### config.mk
export PLATFORM = sky130hd
export DESIGN_NAME = muldiv_iter
export DESIGN_NICKNAME = d
export VERILOG_FILES = /design/src/rtl/muldiv_iter.sv
export SDC_FILE = /design/constraint.sdc
export NUM_CORES = 1
export LEC_CHECK = 0
export CORE_MARGIN = 10
export CORE_UTILIZATION = 40
export CTS_BUF_LIST = sky130_fd_sc_hd__clkbuf_2
export CTS_CLUSTER_DIAMETER = 100
export DETAILED_ROUTE_END_ITERATION = 7
export GPL_ROUTABILITY_DRIVEN = 0
export SYNTH_ARGS = -nofsm -noshare
export SYNTH_HDL_FRONTEND = slang
export SYNTH_SLANG_ARGS = --single-unit
### constraint.sdc
create_clock -name clk -period 6.07 [get_ports clk]
set_input_delay 0.607 -clock clk [delete_from_list [all_inputs] [get_ports clk]]
set_output_delay 0.607 -clock clk [all_outputs]
set_load 0.01 [all_outputs]
### src/rtl/muldiv_iter.sv
// Iterative shift-add multiplier / restoring divider for the EX stage.
// Ports: clk, rst (sync, active-high); start_i, op_i, opdata1_i, opdata2_i,
//   annul_i in; result_o {hi,lo}, ready_o, busy_o, stallreq_o, divzero_o out.
// Optional build macro MULDIV_DIVZERO_EN: a zero divisor finishes in one
//   cycle with result 0 and divzero_o set; otherwise divzero_o is tied low.
module muldiv_iter #(
    parameter int WIDTH = 32
) (
    input  logic               clk,
    input  logic               rst,
    input  logic               start_i,
    input  logic [1:0]         op_i,
    input  logic [WIDTH-1:0]   opdata1_i,
    input  logic [WIDTH-1:0]   opdata2_i,
    input  logic               annul_i,
    output logic [2*WIDTH-1:0] result_o,
    output logic               ready_o,
    output logic               busy_o,
    output logic               stallreq_o,
    output logic               divzero_o
);

    localparam int CW = (WIDTH > 1) ? $clog2(WIDTH) : 1;

    localparam logic [1:0] S_IDLE = 2'd0;
    localparam logic [1:0] S_CALC = 2'd1;
    localparam logic [1:0] S_DONE = 2'd2;

    logic [1:0]         state;
    logic [CW-1:0]      cnt;
    logic [WIDTH-1:0]   a_q;
    logic [WIDTH-1:0]   b_q;
    logic [WIDTH-1:0]   hi_q;
    logic [WIDTH-1:0]   lo_q;
    logic               is_div;
    logic               neg_res;
    logic               neg_rem;
    logic [2*WIDTH-1:0] pend;
    logic [2*WIDTH-1:0] res_q;

    // Operand magnitudes and sign bits at acceptance
    logic               sgn;
    logic               s1;
    logic               s2;
    logic [WIDTH-1:0]   abs1;
    logic [WIDTH-1:0]   abs2;
    logic               accept;

    assign sgn    = op_i[0];
    assign s1     = sgn & opdata1_i[WIDTH-1];
    assign s2     = sgn & opdata2_i[WIDTH-1];
    assign abs1   = s1 ? (~opdata1_i + 1'b1) : opdata1_i;
    assign abs2   = s2 ? (~opdata2_i + 1'b1) : opdata2_i;
    assign accept = (state == S_IDLE) & start_i & ~annul_i;

    // One iteration of either datapath
    logic [WIDTH:0]     mul_sum;
    logic [WIDTH-1:0]   mul_hi;
    logic [WIDTH-1:0]   mul_lo;
    logic [WIDTH:0]     div_sh;
    logic               div_ge;
    logic [WIDTH-1:0]   div_df;
    logic [WIDTH-1:0]   div_hi;
    logic [WIDTH-1:0]   div_lo;
    logic [WIDTH-1:0]   hi_n;
    logic [WIDTH-1:0]   lo_n;

    always_comb begin
        mul_sum = {1'b0, hi_q};
        if (lo_q[0]) begin
            mul_sum = {1'b0, hi_q} + {1'b0, a_q};
        end
        mul_hi = mul_sum[WIDTH:1];
        mul_lo = {mul_sum[0], lo_q[WIDTH-1:1]};

        // Remainder stays below the divisor, so W bits of the
        // difference are enough; a zero divisor always "fits".
        div_sh = {hi_q, lo_q[WIDTH-1]};
        div_ge = (div_sh >= {1'b0, b_q});
        div_df = div_sh[WIDTH-1:0] - b_q;
        div_hi = div_ge ? div_df : div_sh[WIDTH-1:0];
        div_lo = {lo_q[WIDTH-2:0], div_ge};

        hi_n = is_div ? div_hi : mul_hi;
        lo_n = is_div ? div_lo : mul_lo;
    end

    // Sign fix-up of the final iteration's output
    logic [2*WIDTH-1:0] prod_n;
    logic [2*WIDTH-1:0] mul_res;
    logic [WIDTH-1:0]   quo_fix;
    logic [WIDTH-1:0]   rem_fix;
    logic [2*WIDTH-1:0] fin;

    always_comb begin
        prod_n  = {hi_n, lo_n};
        mul_res = neg_res ? (~prod_n + 1'b1) : prod_n;
        quo_fix = neg_res ? (~lo_n + 1'b1) : lo_n;
        rem_fix = neg_rem ? (~hi_n + 1'b1) : hi_n;
        fin     = is_div ? {rem_fix, quo_fix} : mul_res;
    end

`ifdef MULDIV_DIVZERO_EN
    logic dz_q;
    logic dz_hit;
    assign dz_hit = op_i[1] & (opdata2_i == '0);
`endif

    always_ff @(posedge clk) begin
        if (rst) begin
            state   <= S_IDLE;
            cnt     <= '0;
            a_q     <= '0;
            b_q     <= '0;
            hi_q    <= '0;
            lo_q    <= '0;
            is_div  <= 1'b0;
            neg_res <= 1'b0;
            neg_rem <= 1'b0;
            pend    <= '0;
            res_q   <= '0;
`ifdef MULDIV_DIVZERO_EN
            dz_q    <= 1'b0;
`endif
        end else begin
            unique case (state)
                S_IDLE: begin
                    if (accept) begin
                        a_q     <= abs1;
                        b_q     <= abs2;
                        hi_q    <= '0;
                        lo_q    <= op_i[1] ? abs1 : abs2;
                        is_div  <= op_i[1];
                        neg_res <= s1 ^ s2;
                        neg_rem <= s1;
                        cnt     <= '0;
`ifdef MULDIV_DIVZERO_EN
                        if (dz_hit) begin
                            state <= S_DONE;
                            pend  <= '0;
                            dz_q  <= 1'b1;
                        end else begin
                            state <= S_CALC;
                            dz_q  <= 1'b0;
                        end
`else
                        state <= S_CALC;
`endif
                    end
                end
                S_CALC: begin
                    if (annul_i) begin
                        state <= S_IDLE;
                    end else begin
                        hi_q <= hi_n;
                        lo_q <= lo_n;
                        cnt  <= cnt + 1'b1;
                        if (cnt == CW'(WIDTH - 1)) begin
                            state <= S_DONE;
                            pend  <= fin;
                        end
                    end
                end
                S_DONE: begin
                    state <= S_IDLE;
                    // An annulled completion leaves the old result visible
                    if (!annul_i) begin
                        res_q <= pend;
                    end
`ifdef MULDIV_DIVZERO_EN
                    dz_q <= 1'b0;
`endif
                end
                default: begin
                    state <= S_IDLE;
                end
            endcase
        end
    end

    // New result is shown directly from pend in the ready cycle;
    // res_q keeps it afterwards until the next completion.
    assign ready_o    = (state == S_DONE) & ~annul_i;
    assign result_o   = ready_o ? pend : res_q;
    assign busy_o     = (state != S_IDLE);
    assign stallreq_o = accept | (state == S_CALC);

`ifdef MULDIV_DIVZERO_EN
    assign divzero_o = ready_o & dz_q;
`else
    assign divzero_o = 1'b0;
`endif

endmodule

# Word-level counts from Yosys, hierarchy flattened

Index checks and enable logic that the tools add are counted.

Register bits: 266
Input bits: 70

$add $sub $neg: 8
Magnitude comparators: 1
Eq/ne operators: 6
Muxes and demuxes: 25
Bitwise gates (word level): 13
Reductions and logical operators: 8

Operators by type and width:

| cell                                                            | count |
|---|---|
| 32-bit two-way mux                                              | 12 |
| 64-bit two-way mux                                              | 3 |
| 32-bit by 1-bit adder with 32-bit output, second input constant | 4 |
| 32-bit NOT                                                      | 4 |
| 32-bit one-hot mux with 2 select lines                          | 2 |
| 64-bit by 1-bit adder with 64-bit output, second input constant | 1 |
| 64-bit NOT                                                      | 1 |
| 32-bit by 32-bit adder with 33-bit output                       | 1 |
| 33-bit by 32-bit greater-or-equal comparator with 1-bit output  | 1 |
| 33-bit two-way mux                                              | 1 |
| 32-bit subtractor                                               | 1 |
| 5-bit two-way mux                                               | 2 |
| 5-bit one-hot mux with 2 select lines                           | 1 |
| 2-bit two-way mux                                               | 3 |
| 2-bit AND reduction                                             | 3 |
| 3-bit AND reduction                                             | 2 |
| 5-bit by 1-bit adder with 5-bit output, second input constant   | 1 |
| 1-bit AND                                                       | 5 |
| 5-bit == test, second input constant                            | 1 |
| 2-bit inequality test, second input constant                    | 2 |
| 2-bit one-hot mux with 2 select lines                           | 1 |
| 2-bit nonzero test                                              | 2 |
| 3-bit inequality test, second input constant                    | 1 |
| 2-bit by 1-bit == test with 1-bit output, second input constant | 1 |
| 5 further kinds                                                 | 5 |

# Depth between registers and ports, before layout

Depth after elaboration: 7
Depth in mapped cells: 23

# Worst setup path before layout

Ideal clock, no wire load.

Path kind: reg2reg
Start: reg hi_q[12]
End: reg pend[62]
Library setup time: 124 ps
Arrival: 4637 ps
Setup slack: 1309 ps
Stages on the path, launching flop included: 22
Path buffers: 4
Period minus slack after synthesis: 4761 ps
Cell sequence: dfxtp_1 -> ha_1 -> buf_4 -> and4_4 -> and3_4 -> a41o_4 -> o31a_1 -> buf_4 -> nor2_4 -> buf_2 -> buf_2 -> a21oi_1 -> inv_1 -> ha_1 -> o2111ai_1 -> nor4_1 -> nand4_1 -> nor3_1 -> nor2_1 -> o41ai_2 -> xnor2_1 -> o21ai_1

Longest elaborated chain between the ends: 7

Ends and longest elaborated chain:

| item                                                                                                        | line   | RTL |
|---|---|---|
| start, declared                                                                                             | 33     | `logic [WIDTH-1:0] hi_q;` |
| start signal, assigned                                                                                      | 155    | `hi_q <= hi_n;` |
| 32-bit by 32-bit adder with 33-bit output (tied with other cells)                                           | 71     | `mul_sum = {1'b0, hi_q} + {1'b0, a_q};` |
| 33-bit two-way mux / 32-bit two-way mux (equally long branches)                                             | 70, 81 |  |
| 32-bit two-way mux                                                                                          | 84     | `hi_n = is_div ? div_hi : mul_hi;` |
| 64-bit NOT / 32-bit NOT (equally long branches)                                                             | 97, 99 |  |
| 64-bit by 1-bit adder with 64-bit output / 32-bit by 1-bit adder with 32-bit output (equally long branches) | 97, 99 |  |
| 64-bit two-way mux / 32-bit two-way mux (equally long branches)                                             | 97, 99 |  |
| 64-bit two-way mux *                                                                                        | 100    | `fin = is_div ? {rem_fix, quo_fix} : mul_res;` |
| end signal, assigned                                                                                        | 160    | `pend <= fin;` |
| end, declared                                                                                               | 38     | `logic [2*WIDTH-1:0] pend;` |

Mark *: on every way between the ends. The rest lies on a longest branch, timed or not.
A chain may end at the register's enable or synchronous reset.

# Worst setup path after layout

Start: reg hi_q[7]
End: reg pend[56]

The elaborated chain is that of the path after synthesis.

==> results.cfg <==
[place]
hpwl_microns = 52400
place_area_sq_mm = 0.0205
pre_cts_ws_ps = 836
numPortBuffers = 136
placed_cells = 3043

[layout]
area_delta_synth_final_pct = 13.0
drive_gt1_share_pct = 10.2
fill_cells = 4683
postLayoutCellArea_sq_mm = 0.0212
nets = 2653
fin_cells = 3174

[critical_path]
worst-path-max-fanout = 11
rr_worst_depth = 18
r2r-end = pend[56]
end_kind = register
critPathArrivalTime_ps = 6330
cp.required_ps = 7060
crit_type = register to register
r2r_start = hi_q[7]
rrSetupSlack_ps = 730
crit_path_start_kind = register

[timing]
timing.final.crit_period_ps = 5340
rsz0062_at_grt = no
setup_tns_ps = 0
period_share_pct = 88.0
holdWs_ps = 162
maxSlewHeadroom_pct = 11.7
hold_viol = 0
skew_ps = 142
fin_ws_ps = 731
drv_slew = 0
tightest_slew_ps = 1320
fmax_mhz = 187
final-setup-viol-count = 0

[floorplan]
ios = 138
dieArea_sq_mm = 0.0558
core-area_sq_mm = 0.0464
die_w_microns = 236
start_util_pct = 40.4
rows = 79
dieHeight_microns = 236

[drt]
vias_per_cell = 5.94
dr.pass1.iters = 6
drt_iter0_drc = 1906
postRouteAntennaNets = 0
wl_microns = 68600
drc = 0
wl_per_cell_microns = 21.6
vias = 18900

[synth]
syn-cell-area_sq_mm = 0.0187
async_reset_ff_share_pct = 0
synthCells = 2427
synth_flop_cell = dfxtp_1
synthTopCellsByCount = 273 x nand2_1, 266 x dfxtp_1, 263 x nor2_1
ys_types = 103
synth_edf_count = 0
synth_top_cell_area_share_pct = 28.5
yosysMostFrequentCell = nand2_1
yosys_warnings = 0
ys_ff_latch = 266
ys_seq_area_share_pct = 28.5
synth_area_leaders = dfxtp_1 28%, nand2_1 5.5%, a21oi_1 5.4%
synth.avg_cell_area_sq_um = 7.71
syn_nets = 2569
yosysTopAreaCell = dfxtp_1

[min_path]
min_from = rst
holdPathStages = 2
min_to = cnt[4]
hp-class = primary input to register

[cts]
clk_transition_reported_paths_ps = 100
post-cts-setup-buffer-count = 0
hold_buffers = 0
clock_latency_ps = 1090
h-tree-depth = 3
root_buffer = clkbuf_2
cts_tree = yes
ctsResizeCount = 0
cts_buffers = 73
clkSinkCount = 266
clk_path_buf_depth = 3

[global_routing]
grt_pass1_wl_microns = 105000
grt_max_degree = 110
grt_overflow = 0
antenna_found_initial = 1
gr-usage-all-layers_pct = 23.5
grt_pass1_vias = 17900

[pwr]
intPower_mw = 2.70
p_per_area_mw_per_mm2 = 203
power.leakage_nw = 8.10
p_sw_share_pct = 37.1
pwr-share-clk_pct = 31.6
switching_power_mw = 1.59
ir_worst_vdd_uv = 124
p_comb_share_pct = 25.0
power_frac_seq_pct = 43.4

[flow_run]
max-cap-violations = 0

[run_status]
status = finished clean
==> cells by family after synthesis <==
family | Yosys count | share of synthesized area [%]
compound gates | 681 | 24.9
xor+xnor | 132 | 6.18
fa+ha+maj | 72 | 4.89
buf+inv | 231 | 4.84
flops | 266 | 28.5
mux | 129 | 7.37
other cells | 1 | 0.0200
simple gates | 915 | 23.4
==> cell type report <==
class	instances	area [sq um]	area share (%)
repair buffers	165	1580	7.48
inverters	75	282	1.33
well taps	607	759	3.59
multi-input cells	1930	12500	59.2
clock inverters	30	185	0.875
flip-flops and latches	266	5330	25.2
clock buffers	100	500	2.37
diodes	1	2.50	0.0118
==> power groups by stage <==
stage / registers (mW) / logic (mW) / clock network (mW)
finish: 1.86 / 1.08 / 1.36
global route: 1.87 / 1.16 / 1.47
CTS: 1.86 / 1.05 / 1.39
detailed placement: 1.90 / 1.05 / 0
global placement: 1.90 / 1.04 / 0
floorplan: 1.86 / 0.714 / 0
==> through the flow <==
stage	total power, mW	utilization (%)
global placement	2.94	44.2
global route	4.50	45.6
detailed placement	2.95	44.2
finish	4.30	45.6
floorplan	2.58	-
CTS	4.30	45.6
==> worst max-delay path by stage <==
stage	from	endpoint	slack, ps	cells after the start
global route	b_q[8]	pend[56]	290	19
finish	hi_q[7]	pend[56]	730	18
CTS	hi_q[7]	pend[56]	930	18
floorplan	hi_q[12]	pend[62]	1310	21
global placement	hi_q[13]	pend[56]	1090	18
detailed placement	hi_q[13]	pend[56]	840	18
==> registers in the layout (all words and copies together) (netlist names) <==
register / flops
b_q: 32
pend: 64
res_q: 64
lo_q: 32
is_div: 1
neg_res: 1
hi_q: 32
cnt: 5
neg_rem: 1
state: 2
a_q: 32
==> critical path, stage by stage (launching register included) <==
cell and delay [ps]:
dfxtp_1 450, ha_1 340, a21oi_1 290, o21ai_0 210, a41o_4 340, o31a_1 470, nor2_4 160, a21oi_1 140
inv_1 120, ha_1 200, o2111ai_1 220, nor4_1 730, nand4_1 270, nand2b_1 360, nand2_1 170, nand4_1 160
o41ai_2 390, xnor2_1 100, a211oi_1 230
==> routing by layer <==
| layer | up-vias | global-route usage, % | wire length [microns] |
|---|---|---|---|
| met2 | 822 | 37.9 | 31400 |
| met5 | - | 0 | 0 |
| met3 | 174 | 4.67 | 5460 |
| li1 | 9011 | - | - |
| met1 | 8849 | 28.5 | 27900 |
| met4 | 0 | 13.9 | 3870 |
==> cell usage in the layout, fill, tap and decap left out, drive strengths merged, types with 21 or more instances in the layout <==
cell           count
nand2            274
dfxtp            266
nor2             264
a21oi            203
clkdlybuf4s50    135
clkbuf           101
o21ai             96
a211oi            95
nor3              87
nor2b             78
inv               77
xnor2             76
mux2              70
ha                70
mux2i             59
xor2              56
nand3             41
o211ai            35
a22oi             30
buf               29
nand4             28
a21o              27
clkinv            25
a31oi             24
or3               22
o31ai             22
a311oi            21
Note: power is estimated with default switching activity, not from simulation.
